`src/rtl/water_light_monitor_pkg.sv`:
```
// Shared types and constants for the flowing-light monitor.
// Holds FSM state encodings, position width and 7-segment glyphs.
package water_light_monitor_pkg;

  localparam int POS_W = 5;

  typedef enum logic [1:0] {
    IDLE  = 2'd0,
    TRACK = 2'd1,
    FAULT = 2'd2
  } state_e;

  // Active-low segments, bit order {g,f,e,d,c,b,a}
  localparam logic [6:0] SEG_0     = 7'b100_0000;
  localparam logic [6:0] SEG_1     = 7'b111_1001;
  localparam logic [6:0] SEG_2     = 7'b010_0100;
  localparam logic [6:0] SEG_3     = 7'b011_0000;
  localparam logic [6:0] SEG_4     = 7'b001_1001;
  localparam logic [6:0] SEG_5     = 7'b001_0010;
  localparam logic [6:0] SEG_6     = 7'b000_0010;
  localparam logic [6:0] SEG_7     = 7'b111_1000;
  localparam logic [6:0] SEG_8     = 7'b000_0000;
  localparam logic [6:0] SEG_9     = 7'b001_0000;
  localparam logic [6:0] SEG_BLANK = 7'b111_1111;

endpackage

```
`src/rtl/water_light_monitor_if.sv`:
```
// LED-pattern in / status out bundle for the flowing-light monitor.
// master: pattern source + display sink; slave: the monitor itself.
interface water_light_monitor_if;
  import water_light_monitor_pkg::*;

  logic [15:0]      led_in;
  logic             lap_hold;
  logic [POS_W-1:0] pos;
  logic [7:0]       lap_bcd;
  logic             err;
  logic [6:0]       seg_hi;
  logic [6:0]       seg_lo;

  modport master (
    output led_in, lap_hold,
    input  pos, lap_bcd, err,
    input  seg_hi, seg_lo
  );

  modport slave (
    input  led_in, lap_hold,
    output pos, lap_bcd, err,
    output seg_hi, seg_lo
  );

endinterface

```
`src/rtl/water_light_monitor_bcd_to_seg7.sv`:
```
// One BCD digit to active-low 7-segment glyph, blank for codes >9.
// Ports: bcd_i (4b BCD), seg_o (7b {g..a}, active-low).
module water_light_monitor_bcd_to_seg7
  import water_light_monitor_pkg::*;
(
  input  logic [3:0] bcd_i,
  output logic [6:0] seg_o
);

  always_comb begin
    seg_o = SEG_BLANK;
    case (bcd_i)
      4'd0:    seg_o = SEG_0;
      4'd1:    seg_o = SEG_1;
      4'd2:    seg_o = SEG_2;
      4'd3:    seg_o = SEG_3;
      4'd4:    seg_o = SEG_4;
      4'd5:    seg_o = SEG_5;
      4'd6:    seg_o = SEG_6;
      4'd7:    seg_o = SEG_7;
      4'd8:    seg_o = SEG_8;
      4'd9:    seg_o = SEG_9;
      default: seg_o = SEG_BLANK;
    endcase
  end

endmodule

```
`src/rtl/water_light_monitor.sv`:
```
// Checks the 16-LED flowing-light sequence, counts BCD laps, flags faults.
// Ports: clk_1hz, reset (sync, active-low), bus (slave modport:
//   led_in, lap_hold in; pos, lap_bcd, err, seg_hi, seg_lo out).
// Macro WATER_LIGHT_SEG_EN: build the seg decoders, else segs are blank.
module water_light_monitor
  import water_light_monitor_pkg::*;
#(
  parameter int LAP_WRAP = 99,
  parameter int POS_MAX  = 16
) (
  input  logic                 clk_1hz,
  input  logic                 reset,
  water_light_monitor_if.slave bus
);

  localparam logic [7:0] WRAP_BCD = {
    4'(LAP_WRAP / 10), 4'(LAP_WRAP % 10)
  };
  localparam logic [POS_W-1:0] POS_LAST = POS_W'(POS_MAX);

  state_e           state_q;
  logic [POS_W-1:0] pos_q;
  logic [7:0]       lap_q;
  logic [7:0]       lap_d;
  logic             err_q;

  logic             dec_vld_d;
  logic [POS_W-1:0] dec_pos_d;
  logic [POS_W-1:0] exp_pos_d;
  logic             hit_d;
  logic             start_d;

  // All-ones is position 0; a single low bit k is position k+1.
  always_comb begin
    dec_vld_d = 1'b0;
    dec_pos_d = '0;
    if (&bus.led_in) begin
      dec_vld_d = 1'b1;
    end else begin
      for (int k = 0; k < 16; k++) begin
        if (bus.led_in == ~(16'h0001 << k)) begin
          dec_vld_d = 1'b1;
          dec_pos_d = POS_W'(k + 1);
        end
      end
    end
  end

  assign exp_pos_d = (pos_q == POS_LAST) ? '0
                                         : pos_q + 1'b1;
  assign hit_d   = dec_vld_d && (dec_pos_d == exp_pos_d);
  assign start_d = dec_vld_d && (dec_pos_d == '0);

  always_comb begin
    if (lap_q == WRAP_BCD) begin
      lap_d = 8'h00;
    end else if (lap_q[3:0] == 4'd9) begin
      lap_d = {lap_q[7:4] + 4'd1, 4'd0};
    end else begin
      lap_d = {lap_q[7:4], lap_q[3:0] + 4'd1};
    end
  end

  always_ff @(posedge clk_1hz) begin
    if (!reset) begin
      state_q <= IDLE;
      pos_q   <= '0;
      lap_q   <= 8'h00;
      err_q   <= 1'b0;
    end else begin
      unique case (state_q)
        IDLE: begin
          if (start_d) begin
            state_q <= TRACK;
            pos_q   <= '0;
          end
        end
        TRACK: begin
          if (hit_d) begin
            pos_q <= dec_pos_d;
            // wrap back to 0 closes a sweep
            if (exp_pos_d == '0 && !bus.lap_hold) begin
              lap_q <= lap_d;
            end
          end else begin
            state_q <= FAULT;
            err_q   <= 1'b1;
          end
        end
        FAULT: begin
          if (start_d) begin
            state_q <= TRACK;
            pos_q   <= '0;
          end
        end
        default: state_q <= IDLE;
      endcase
    end
  end

  assign bus.pos     = pos_q;
  assign bus.lap_bcd = lap_q;
  assign bus.err     = err_q;

`ifdef WATER_LIGHT_SEG_EN
  water_light_monitor_bcd_to_seg7 u_seg_hi (
    .bcd_i (lap_q[7:4]),
    .seg_o (bus.seg_hi)
  );
  water_light_monitor_bcd_to_seg7 u_seg_lo (
    .bcd_i (lap_q[3:0]),
    .seg_o (bus.seg_lo)
  );
`else
  assign bus.seg_hi = SEG_BLANK;
  assign bus.seg_lo = SEG_BLANK;
`endif

endmodule

```
`src/flat_wrapper.sv`:
```
// flat-port wrapper written by rule: the top's interface ports become plain ports
module water_light_monitor_flat import water_light_monitor_pkg::*;
#(
  parameter int LAP_WRAP = 99,
  parameter int POS_MAX  = 16
)
  (clk_1hz, reset, bus_led_in, bus_lap_hold, bus_pos, bus_lap_bcd, bus_err, bus_seg_hi, bus_seg_lo);
  water_light_monitor_if bus_i ();
  input  logic clk_1hz;
  input  logic reset;
  input wire logic [$bits(bus_i.led_in)-1:0] bus_led_in;
  input wire logic [$bits(bus_i.lap_hold)-1:0] bus_lap_hold;
  output wire logic [$bits(bus_i.pos)-1:0] bus_pos;
  output wire logic [$bits(bus_i.lap_bcd)-1:0] bus_lap_bcd;
  output wire logic [$bits(bus_i.err)-1:0] bus_err;
  output wire logic [$bits(bus_i.seg_hi)-1:0] bus_seg_hi;
  output wire logic [$bits(bus_i.seg_lo)-1:0] bus_seg_lo;
  assign bus_i.led_in = bus_led_in;
  assign bus_i.lap_hold = bus_lap_hold;
  assign bus_pos = bus_i.pos;
  assign bus_lap_bcd = bus_i.lap_bcd;
  assign bus_err = bus_i.err;
  assign bus_seg_hi = bus_i.seg_hi;
  assign bus_seg_lo = bus_i.seg_lo;
  water_light_monitor #(.LAP_WRAP(LAP_WRAP), .POS_MAX(POS_MAX)) u_core (.clk_1hz(clk_1hz), .reset(reset), .bus(bus_i));
endmodule
```
`config.mk`:
```
export PLATFORM = sky130hd
export DESIGN_NAME = water_light_monitor_flat
export DESIGN_NICKNAME = d
export VERILOG_FILES = /design/src/rtl/water_light_monitor_pkg.sv /design/src/rtl/water_light_monitor_if.sv /design/src/rtl/water_light_monitor_bcd_to_seg7.sv /design/src/rtl/water_light_monitor.sv /design/src/flat_wrapper.sv
export SDC_FILE = /design/constraint.sdc
export NUM_CORES = 1
export LEC_CHECK = 0
export ABC_AREA = 1
export CAP_MARGIN = 10
export CORE_ASPECT_RATIO = 1.5
export CORE_MARGIN = 2
export CORE_UTILIZATION = 47
export DETAILED_ROUTE_END_ITERATION = 8
export PLACE_DENSITY = 0.83
export SLEW_MARGIN = 5
export SYNTH_ARGS = -nofsm -noshare
export SYNTH_HDL_FRONTEND = slang
export SYNTH_SLANG_ARGS = --single-unit
```
`constraint.sdc`:
```
create_clock -name clk_1hz -period 2.3 [get_ports clk_1hz]
set_clock_uncertainty 0.2 [all_clocks]
set_input_delay 0.69 -clock clk_1hz [delete_from_list [all_inputs] [get_ports clk_1hz]]
set_output_delay 0.69 -clock clk_1hz [all_outputs]
set_load 0.005 [all_outputs]
```
# Word-level counts from Yosys, hierarchy flattened
# Index checks and enable logic that the tools add are counted.
# totals
reg_bits	16
out_inout_bits	28
wordCells	93
# op_classes
add_sub_neg	3
eq_ne	25
muxes	43
bitwise	1
reduce_logical	16
# ops
operator	count
16-bit == test (second input constant)	15
4-bit 2-to-1 mux	8
5-bit 2-to-1 mux	5
1-bit 2-to-1 mux	18
16-bit by 15-bit == test with 1-bit output (second input constant)	1
8-bit 2-to-1 mux	2
16-bit AND reduction	1
3-bit 2-to-1 mux	4
5-bit logical NOT	2
5-bit case mux with 2 select lines	1
4-bit by 1-bit adder with 4-bit output (second input constant)	2
8-bit == test (second input constant)	1
2-bit 2-to-1 mux	4
3-bit AND reduction	2
5-bit by 1-bit adder with 5-bit output (second input constant)	1
5-bit == test	1
5-bit == test (second input constant)	1
4-bit == test (second input constant)	1
2-bit by 1-bit != test with 1-bit output (second input constant)	2
2-bit case mux with 2 select lines	1
2-bit AND reduction	2
4-bit AND reduction	1
2-bit nonzero test	2
1-bit logical AND	3
other kinds (7)	7

# Logic depth before layout (Yosys ltp)
# logic_depth
ltp_word	22
mapped_depth	18
mapped_depth_nobuf	18

# Worst setup path before layout
# Ideal clock, no wire load.
# synth_path
path_type	input-to-reg
startpoint	input bus_led_in[6]
endpoint	register u_core.lap_q[3] (netlist: u_core.bus.lap_bcd[3])
setup_ps	128
arrival_ps	2188
setup_slack_ps	-216
cell_stages	17
n_path_buf	1
cell_sequence	nand2_1 -> nor2_4 -> buf_4 -> nand4_1 -> nand2_1 -> nor2_4 -> nand2_1 -> nand2_1 -> nand2_1 -> inv_2 -> nand3_4 -> nor2_8 -> nand2_4 -> clkinv_2 -> nand3_1 -> nand2_1 -> nor2_1
# synth_between
elab_chain_cells	21
elab_cells_between_ends	54
cone_classes	eq/ne: 17; mux: 34; reduce/logical: 3
# synth_rtl
element	line	rtl
from (decl)	flat_wrapper.sv:11	input wire logic [$bits(bus_i.led_in)-1:0] bus_led_in;
16-bit == test	water_light_monitor.sv:41	if (bus.led_in == ~(16'h0001 << k)) begin
1-bit 2-to-1 mux	water_light_monitor.sv:41	
2-bit 2-to-1 mux (2 in series)	water_light_monitor.sv:41	
3-bit 2-to-1 mux (4 in series)	water_light_monitor.sv:41	
4-bit 2-to-1 mux (8 in series)	water_light_monitor.sv:41	
5-bit 2-to-1 mux	water_light_monitor.sv:41	
5-bit 2-to-1 mux	water_light_monitor.sv:37	if (&bus.led_in) begin
5-bit == test	water_light_monitor.sv:51	assign hit_d = dec_vld_d && (dec_pos_d == exp_pos_d);
1-bit logical AND *	water_light_monitor.sv:51	
3-bit AND reduction (no line) *	-	
to (signal assigned)	water_light_monitor.sv:83	lap_q <= lap_d;
to (decl)	water_light_monitor.sv:23	logic [7:0] lap_q;
# Every way passes the cells marked *; elsewhere a longest branch is shown, timed or not.
# A chain may end at the register's enable or synchronous reset.

# Worst setup path after layout
# layout_path
startpoint	input bus_led_in[14]
endpoint	register u_core.lap_q[3] (netlist: u_core.bus.lap_bcd[3])
# Same word-level chain as after synthesis.

==> impl_metrics.toml <==
[status]
outcome = "complete, but fails checks"
violations = "negative setup slack"

[clocking]
cts_buffer_depth = 2
cts_root_buf = "clkbuf_8"
cts_buffers = 3
path_clk_slew_ns = 0.06
htreeDepth = 1
numClockSinks = 16
clock_latency_ns = 0.25
cts_tree = "done"

[setup_path]
worstPathArrival_ns = 2.60
rr_worst_depth = 16
crit_fanout = 6
path_class = "primary input to register"
crit_required_ns = 2.22
endpoint_kind = "register"
r2r_end = "u_core.bus.lap_bcd[3]"
timing.rr.start = "u_core.bus.pos[0]"
cp-start-kind = "primary input"
r2r_setup_slack_ns = -0.22

[yosys]
ys_seq_elements = 16
synth-edff-count = 0
synthesis.instances = 360
synth_flop_cell = "dfxtp_1"
yosys.area.top_type = "dfxtp_1"
synthTopCellsByArea = "dfxtp_1 (15%), nor2_1 (12%), nand2_1 (12%), nand3_1 (9.1%), inv_1 (8.9%)"
synth.avg_cell_area_sq_um = 5.947
ys_types = 36
synth_most_common_cell = "nor2_1"
synth_commonest_cells = "nor2_1 (70), nand2_1 (67), inv_1 (51), nand3_1 (39), nand4_1 (18)"
yosysTopAreaCellShare = 0.1496
synthArstFlopShare = 0
seq_area_frac_synth = 0.1496
netlist_area_sq_um = 2141
yosys_warnings = 0

[routing]
drtIter0Drc = 161
antenna_left = 0
drtPass1Iterations = 5
drc = 0
wire_per_inst_microns = 14.59
vias_per_cell = 5.560
drt_wl_total_mm = 7.601
route.vias.total = 2897

[hold_path]
hold_start = "u_core.bus.err"
hold_path_end = "u_core.bus.err"
holdPathStages = 2
hp-class = "register to register"

[finish]
syn_to_final_growth_pct = 59.38
antenna_cells = 0
final_core_util = 0.7639
drive_gt1_frac = 0.3869
layout.nets = 500
final_cells = 521

[die]
ios = 47
dieArea_sq_um = 5122
coreArea_sq_um = 4467
fp.dieW_microns = 59.11
die_height_microns = 86.66
rows = 30
start_util = 0.4793

[place]
gp_congestion = 0.9965
numPortBuffers = 32
placed_cells = 489
pre_cts_ws_ns = -1.023
place_hpwl_mm = 4.978

[sta]
maxSlewViolCount = 0
maxSlewHeadroom = 0.5939
setup_viol = 16
fin_tns_setup_ns = -4.779
finalCritPeriodShare = 1.167
rsz0062_at_grt = "yes"
finalHoldViolations = 0
tightest_slew_ns = 0.6070
fmax_ghz = 0.3726
layout_min_cycle_time_ns = 2.684
setup_ws_ns = -0.3837

[run]
cap_violations = 0

[global_routing]
grt_pass1_vias = 2845
grt_max_degree = 13
track_usage = 0.2910
antenna_found_initial = 0
grt_pass1_wl_mm = 11.80
grt_overflow = 0

[power_and_ir_drop]
p_total_uw = 638.5
ir_worst_vdd_mv = 0.1375
power_density_nw_per_um2 = 187.1
leakagePower_nw = 1.856
## per-layer routing
metal  GRT usage  wire [microns]  up-vias
li1            -               -     1361
met1      0.2697            2507     1301
met2      0.5495            4080      164
met3     0.04030             379       71
met4      0.2128             633        0
met5           0               0        -
## power breakdown
part           internal [mW]  switching, mW  total (mW)  leakage, nW
Sequential             0.277    0.000000537       0.277        0.129
Clock                  0.116         0.0926       0.209       0.0216
Combinational         0.0683         0.0843       0.153         1.71
## placed cells by master (no fill, tap or decap), drive strengths merged
master and instances:
nor3 6, o21bai 1, xor2 2, nand2 82
o21ai 6, o2111ai 1, xnor2 3, nand4 19
nor4 1, nand3 42, nand3b 2, dfxtp 16
a21oi 14, buf 96, conb 14, and2 2
ha 6, inv 60, o21a 1, clkdlybuf4s50 16
clkbuf 3, clkinv 1, nor2 79
## cell type report
| class | count | area [sq um] |
|---|---|---|
| Sequential cell | 16 | 320.3 |
| Inverter | 60 | 235.2 |
| Clock buffer | 3 | 41.29 |
| Multi-Input combinational cell | 281 | 1799 |
| Timing Repair Buffer | 112 | 949.7 |
| Timing Repair inverter | 1 | 6.256 |
| Fill cell | 308 | 1055 |
| Tap cell | 48 | 60.06 |
## worst max-delay path by stage
| stage | endpoint | from | cells after the start | slack (ns) |
|---|---|---|---|---|
| global route | u_core.bus.lap_bcd[4] | bus_led_in[6] | 17 | -0.61 |
| CTS | u_core.bus.lap_bcd[3] | bus_led_in[4] | 15 | -0.20 |
| finish | u_core.bus.lap_bcd[3] | bus_led_in[14] | 18 | -0.38 |
| detailed placement | u_core.bus.lap_bcd[4] | bus_led_in[6] | 14 | -1.02 |
| global placement | u_core.bus.lap_bcd[5] | bus_led_in[6] | 17 | -0.91 |
| floorplan | u_core.bus.lap_bcd[3] | bus_led_in[1] | 17 | -0.18 |
## critical path: stages
cell and delay, ns:
buf_2 0.14, nand2_4 0.08, nor2_8 0.18, nand2_8 0.10, nor2_8 0.14, nand2_1 0.09
nand2_1 0.13, nor2_2 0.07, nand3_1 0.10, nand2_1 0.11, inv_2 0.10, nand3_4 0.10
nor2_8 0.17, nand2_4 0.10, clkinv_4 0.10, nand3_2 0.07, nand2_2 0.07, nor2_1 0.05
## state kept, by name, indices dropped and copies added (netlist names)
register / cells
u_core.bus.err: 1
u_core.bus.pos: 5
u_core.bus.lap_bcd: 8
u_core.state_q: 2
## kinds of logic after synthesis
group,Yosys count,synth area share
and+or+nand+nor,233,0.5728
AOI/OAI and AO/OA,23,0.05787
buffers and inverters,76,0.1625
adders and majority gates,6,0.03507
DFF,16,0.1496
other,1,0.001752
xor gates and xnor gates,5,0.02046
## stage by stage
stage | hold WS, ns | instance area, sq um
global placement | 0.2444 | 2912
floorplan | 0.2466 | 2261
CTS | 0.2582 | 3276
finish | 0.2544 | 3412
global route | 0.2950 | 3412
detailed placement | 0.2465 | 2912
## repair_timing
item                       in CTS  in global routing
buffers inserted               24                  5
pin swaps                      43                 14
setup endpoints to repair      16                 16
cloned                          1                  0
resized for setup             118                 27
hold buffers                    0                  0
(Power assumes the default switching activity.)
